File: config.mk
export PLATFORM = sky130hd
export DESIGN_NAME = rol_seq
export DESIGN_NICKNAME = d
export VERILOG_FILES = /design/src/rtl/rol_seq.sv
export SDC_FILE = /design/constraint.sdc
export NUM_CORES = 1
export LEC_CHECK = 0
export ABC_CLOCK_PERIOD_IN_PS = 2400
export CORE_MARGIN = 1
export CORE_UTILIZATION = 45
export CTS_CLUSTER_SIZE = 10
export DETAILED_ROUTE_END_ITERATION = 16
export PLACE_DENSITY_LB_ADDON = 0.2
export SYNTH_ARGS = -nofsm -noshare
export SYNTH_HDL_FRONTEND = slang
export SYNTH_SLANG_ARGS = --single-unit
File: constraint.sdc
create_clock -name clock -period 2.4 [get_ports clock]
set_input_delay 0.48 -clock clock [delete_from_list [all_inputs] [get_ports clock]]
set_output_delay 0.48 -clock clock [all_outputs]
set_load 0.1 [all_outputs]
File: src/rtl/rol_seq.sv
// Multi-cycle rotate-left unit: rotates a captured 32-bit operand left by
// RotateBits[4:0], four bits per step while possible, then one bit per step.
module rol_seq (
    input  logic        clock,
    input  logic        clear,
    input  logic        start,
    input  logic [31:0] Ra,
    input  logic [31:0] RotateBits,
    output logic [31:0] Rz,
    output logic        busy,
    output logic        done
);

    typedef enum logic [1:0] {
        IDLE  = 2'd0,
        SHIFT = 2'd1,
        DONE  = 2'd2
    } state_t;

    state_t      state_q, state_d;
    logic [31:0] w_q, w_d;
    logic [4:0]  cnt_q, cnt_d;
    logic [31:0] rz_q, rz_d;

    // NOTE: sequential state uses non-blocking assignments so every flop
    // samples the pre-edge value of its neighbours, independent of order.
    always_ff @(posedge clock or negedge clear) begin
        if (!clear) begin
            state_q <= IDLE;
            w_q     <= '0;
            cnt_q   <= '0;
            rz_q    <= '0;
        end else begin
            state_q <= state_d;
            w_q     <= w_d;
            cnt_q   <= cnt_d;
            rz_q    <= rz_d;
        end
    end

    // NOTE: every signal gets a hold default first so no path leaves it
    // unassigned, which would otherwise infer a latch.
    always_comb begin
        state_d = state_q;
        w_d     = w_q;
        cnt_d   = cnt_q;
        rz_d    = rz_q;
        unique case (state_q)
            IDLE: begin
                if (start) begin
                    w_d     = Ra;
                    cnt_d   = RotateBits[4:0];
                    state_d = SHIFT;
                end
            end
            SHIFT: begin
                if (cnt_q >= 5'd4) begin
                    w_d   = {w_q[27:0], w_q[31:28]};
                    cnt_d = cnt_q - 5'd4;
                end else if (cnt_q != 5'd0) begin
                    w_d   = {w_q[30:0], w_q[31]};
                    cnt_d = cnt_q - 5'd1;
                end
                // A zero amount also lands here after its single idle step.
                if (cnt_d == 5'd0) begin
                    rz_d    = w_d;
                    state_d = DONE;
                end
            end
            DONE: begin
                state_d = IDLE;
            end
            default: begin
                state_d = IDLE;
            end
        endcase
    end

    always_comb begin
        busy = (state_q != IDLE);
        done = (state_q == DONE);
        Rz   = rz_q;
    end

endmodule

After elaboration in Yosys (flattened, before gate mapping)
Cells that the tools add are included.
{"block": "word_totals", "ff_bits": 71, "latchBits": 0, "ramBits": 0, "mem_bits_ro": 0, "input_bits": 67, "output_inout_bits": 34, "n_memories": 0}
{"block": "classes", "add_sub_neg": 2, "n_mul": 0, "div": 0, "magnitude_cmp": 1, "eq_ne": 4, "n_shift": 0, "n_mux": 12, "bitwise": 0, "n_reduce_logical": 8}
{"op": "$mux 32", "count": 3}
{"op": "$pmux 32 s2", "count": 1}
{"op": "$mux 5", "count": 4}
{"op": "$pmux 5 s2", "count": 1}
{"op": "$reduce_and 2->1", "count": 3}
{"op": "$ge 5x3->1 const B", "count": 1}
{"op": "$logic_not 5->1", "count": 1}
{"op": "$reduce_bool 5->1", "count": 1}
{"op": "$sub 5x1->5 const B", "count": 1}
{"op": "$sub 5x3->5 const B", "count": 1}
{"op": "$mux 2", "count": 2}
{"op": "$ne 2x2->1 const B", "count": 2}
{"op": "$pmux 2 s2", "count": 1}
{"op": "$reduce_bool 2->1", "count": 2}
{"op": "$eq 2x1->1 const B", "count": 1}
{"op": "$eq 2x2->1 const B", "count": 1}
{"op": "$logic_not 2->1", "count": 1}

Longest topological paths before layout
{"block": "logic_depth", "depth_word": 7, "mapped_depth": 9}

Worst setup path before layout
Ideal clock, no wire load.
{"block": "synth_path", "path_type": "register -> output", "from": "reg state_q[0]", "to": "out done", "arrival_ps": 1838, "slack_ps": 82, "path_stages_with_launch": 3, "path_buffers": 1, "path_cell_list": "dfrtp_1 -> clkbuf_1 -> nor2b_1"}
{"block": "synth_between", "elab_chain_len": 1}
{"item": "start: declaration", "line": "20", "source": "state_t state_q, state_d;"}
{"item": "start signal: assignment", "line": "34", "source": "state_q <= state_d;"}
{"item": "$eq 2x2->1", "line": "81", "source": "done = (state_q == DONE);"}
{"item": "end: declaration", "line": "11", "source": "output logic done"}
Every way passes these cells.

Worst setup path in the final report
{"block": "layout_path", "from": "reg cnt_q[3]", "to": "reg rz_q[2], in the netlist Rz[2]"}
{"block": "layout_between", "elab_chain_len": 6}
{"item": "start: declaration", "line": "22", "source": "logic [4:0] cnt_q, cnt_d;"}
{"item": "start signal: assignment", "line": "36", "source": "cnt_q <= cnt_d;"}
{"item": "$sub 5x1->5 or $reduce_bool 5->1 (tied branches)", "line": "62, 60"}
{"item": "$mux 5", "line": "60", "source": "end else if (cnt_q != 5'd0) begin"}
{"item": "$mux 5", "line": "57", "source": "if (cnt_q >= 5'd4) begin"}
{"item": "$mux 5", "line": "48", "source": "unique case (state_q)"}
{"item": "$logic_not 5->1", "line": "65", "source": "if (cnt_d == 5'd0) begin"}
{"item": "$reduce_and 2->1 (no line)"}
{"item": "end signal: assignment", "line": "37", "source": "rz_q <= rz_d;"}
{"item": "end: declaration", "line": "23", "source": "logic [31:0] rz_q, rz_d;"}
Parallel ways exist; a longest one is shown, timed or not. The select of a mux whose other input is x is not followed.
A chain may end at the register's enable or synchronous reset.

==> summary.txt <==
Clock tree
  – Clk_lat worst skew: 340 ps
  – CTS tree: yes
  – Total CTS buffers: 9
  – H-tree levels: 3
  – Worst-path clk slew: 70 ps
  – Post-CTS setup buffer count: 0
  – Clock Tree Buf Depth: 2
  – Hold-fix buffers at CTS: 0
  – Root Buffer: clkbuf_8
  – Post-CTS sizing: 0
  – Clk sinks: 71

Floorplanning
  – DIE AREA: 8760 um2
  – Core area: 8180 um2
  – DIE HEIGHT: 93.6 um
  – IO Pins: 101
  – Initial Utilization: 46.2%
  – Die Width: 93.6 um
  – Row cnt: 33

Job
  – Max-Cap Viols: 0

Setup path
  – Worst-path cell with the longest stage delay: a2111o_1
  – Crit path buf inv count: 2
  – Worst EP arrival: 2490 ps
  – Crit path launch type: flip-flop
  – Top cell family by delay on the critical path: compound AO/OA/AOI/OAI gates
  – CP Data Required Time: 2630 ps
  – Crit. End Element: flip-flop
  – Critical path type: flip-flop to flip-flop
  – CP peak stage delay: 540 ps
  – Max Fanout on Critical Path: 17
  – Crit-path cells: inv_1 -> ha_1 -> a2111o_1 -> a21oi_4 -> o221ai_2 -> buf_4 -> a22o_1

Detailed routing
  – WL final: 9570 um
  – Per-cell routed wire length: 18.2 um
  – Pre-antenna DRT Iters: 4
  – Vias/cell: 6.03
  – Via count: 3174
  – DRC violations left: 0
  – 1st-iter DRT viols: 201
  – Final ANT Viol Nets: 0

STA
  – Fin crit share: 94.1%
  – Worst slew margin: 64.2%
  – RSZ-0062 raised after global routing: false
  – Setup TNS: 0 ps
  – Worst-margin pin slew: 538 ps
  – Endpoints failing setup: 0
  – Clock period minus worst slack: 2260 ps
  – Max-slew violation count: 0
  – Worst Skew: 7.02 ps
  – Worst setup margin: 142 ps
  – Fin. Hold Viols: 0
  – Fmax: 0.443 GHz

Global routing
  – Largest net degree at the start of global routing: 64
  – First-pass GRT wire length: 15900 um
  – Initial antenna violation count: 0
  – Vias in the first global route: 3092
  – GRT Resource Usage Total: 23.4%
  – Global route overflow: 0

Status
  – Outcome: finished, final reports clean

Synth
  – Number of synthesized flops with an enable pin: 0
  – Post-Syn Area: 3780 um2
  – Syn Area/Cell: 10.7 um2
  – Post-synthesis sequential area ratio: 47.1%
  – Number of synthesis warnings: 0
  – Dominant synthesized flop cell: dfrtp_1
  – Fraction of registers with async set/reset: 100%
  – Yosys reg bits: 71
  – Syn Nets: 423
  – Yosys cell types: 41
  – Syn Inst Count: 352

Cells and area
  – Synth-to-layout area growth: 22.4%
  – Post-Route Utilization: 56.5%
  – Final #Nets: 488
  – Antenna cell count: 0
  – Share of cells above drive strength 1: 23.0%

Place
  – HPWL Detailed: 6090 um
  – PortBufs: 73
  – Setup slack at placement: 166 ps
  – GPL Wtd Cong: 0.846

Min path
  – Hold Crit Class: primary input to asynchronous set/reset pin
[cells in the final DEF, fill, tap and decap left out, types with 2 or more instances in the layout]
master	n
nor3_1	3
a31oi_2	26
dfrtp_1	71
buf_12	3
nor2b_1	3
clkdlybuf4s50_1	38
clkbuf_8	10
nand2_1	66
a22oi_1	2
a22o_1	32
clkinv_2	3
a31oi_1	4
o22ai_1	2
ha_1	4
o21ai_0	9
inv_1	9
a221o_1	32
o21ai_1	26
nor2_1	2
a21oi_1	10
buf_4	44
[flip-flops by register name, indices dropped and copies added, names as in the netlist]
name and flops:
Rz 32, cnt_q 5, state_q 2, w_q 32
[routing by layer]
metal	wire length, um	global-route usage (%)	up-vias
met3	391	3.33	7
met5	0	0	-
met2	4570	36.5	86
met4	78	8.85	0
li1	-	-	1472
met1	4520	33.0	1609
[synth_stat cells, drive strengths merged (2+ instances only)]
cell / count / area share [%]
a22o: 32 / 7.4
buf: 17 / 4.1
ha: 4 / 1.3
nor2b: 4 / 0.66
clkbuf: 14 / 1.8
o22ai: 2 / 0.33
nand2: 66 / 6.6
a22oi: 2 / 0.40
dfrtp: 71 / 47
a21oi: 11 / 1.8
o21ai: 36 / 4.9
nor2: 3 / 0.30
a31oi: 30 / 9.3
a221o: 32 / 8.5
nor3: 3 / 0.40
inv: 9 / 0.89
[cell type report]
type | instances | area, um2
Multi-Input combinational cell | 240 | 1740
Tap cell | 105 | 131
Fill cell | 723 | 3550
Clock buffer | 11 | 141
Inverter | 9 | 33.8
Clock inverter | 4 | 22.5
Sequential cell | 71 | 1780
Timing Repair Buffer | 86 | 776
[cell families (layout without fill, tap and decap cells)]
| logic type | after synthesis | after routing | synth area share [%] |
|---|---|---|---|
| AOI/OAI and AO/OA | 154 | 154 | 35.4 |
| and+or+nand+nor | 81 | 81 | 8.88 |
| DFF | 71 | 71 | 47.1 |
| buffers and inverters | 41 | 110 | 7.12 |
| adders and majority gates | 4 | 4 | 1.33 |
| muxes | 1 | 1 | 0.265 |
[path summary, 6_finish.rpt]
kind | from | endpoint | slack [ps] | cells after the start
setup reg to reg | cnt_q[3] | Rz[2] | 140 | 7
hold / removal | clear | cnt_q[4] | 110 | 1
setup / recovery | cnt_q[3] | Rz[2] | 140 | 7
max in group asynchronous | clear | Rz[8] | 1630 | 2
hold reg to reg | Rz[30] | Rz[30] | 510 | 1
min in group clock | Rz[30] | Rz[30] | 510 | 1
[per-stage QoR]
stage               instances  hold WS [ps]  instance area [um2]
global placement          511           491                 4460
CTS                       526           126                 4620
finish                    526           110                 4620
global route              526           147                 4620
detailed placement        511           492                 4460
floorplan                 352           184                 3780
Power is left out: the tool's default activity adds up to more than one toggle a clock period on the data nets, which glitch-free logic cannot reach.
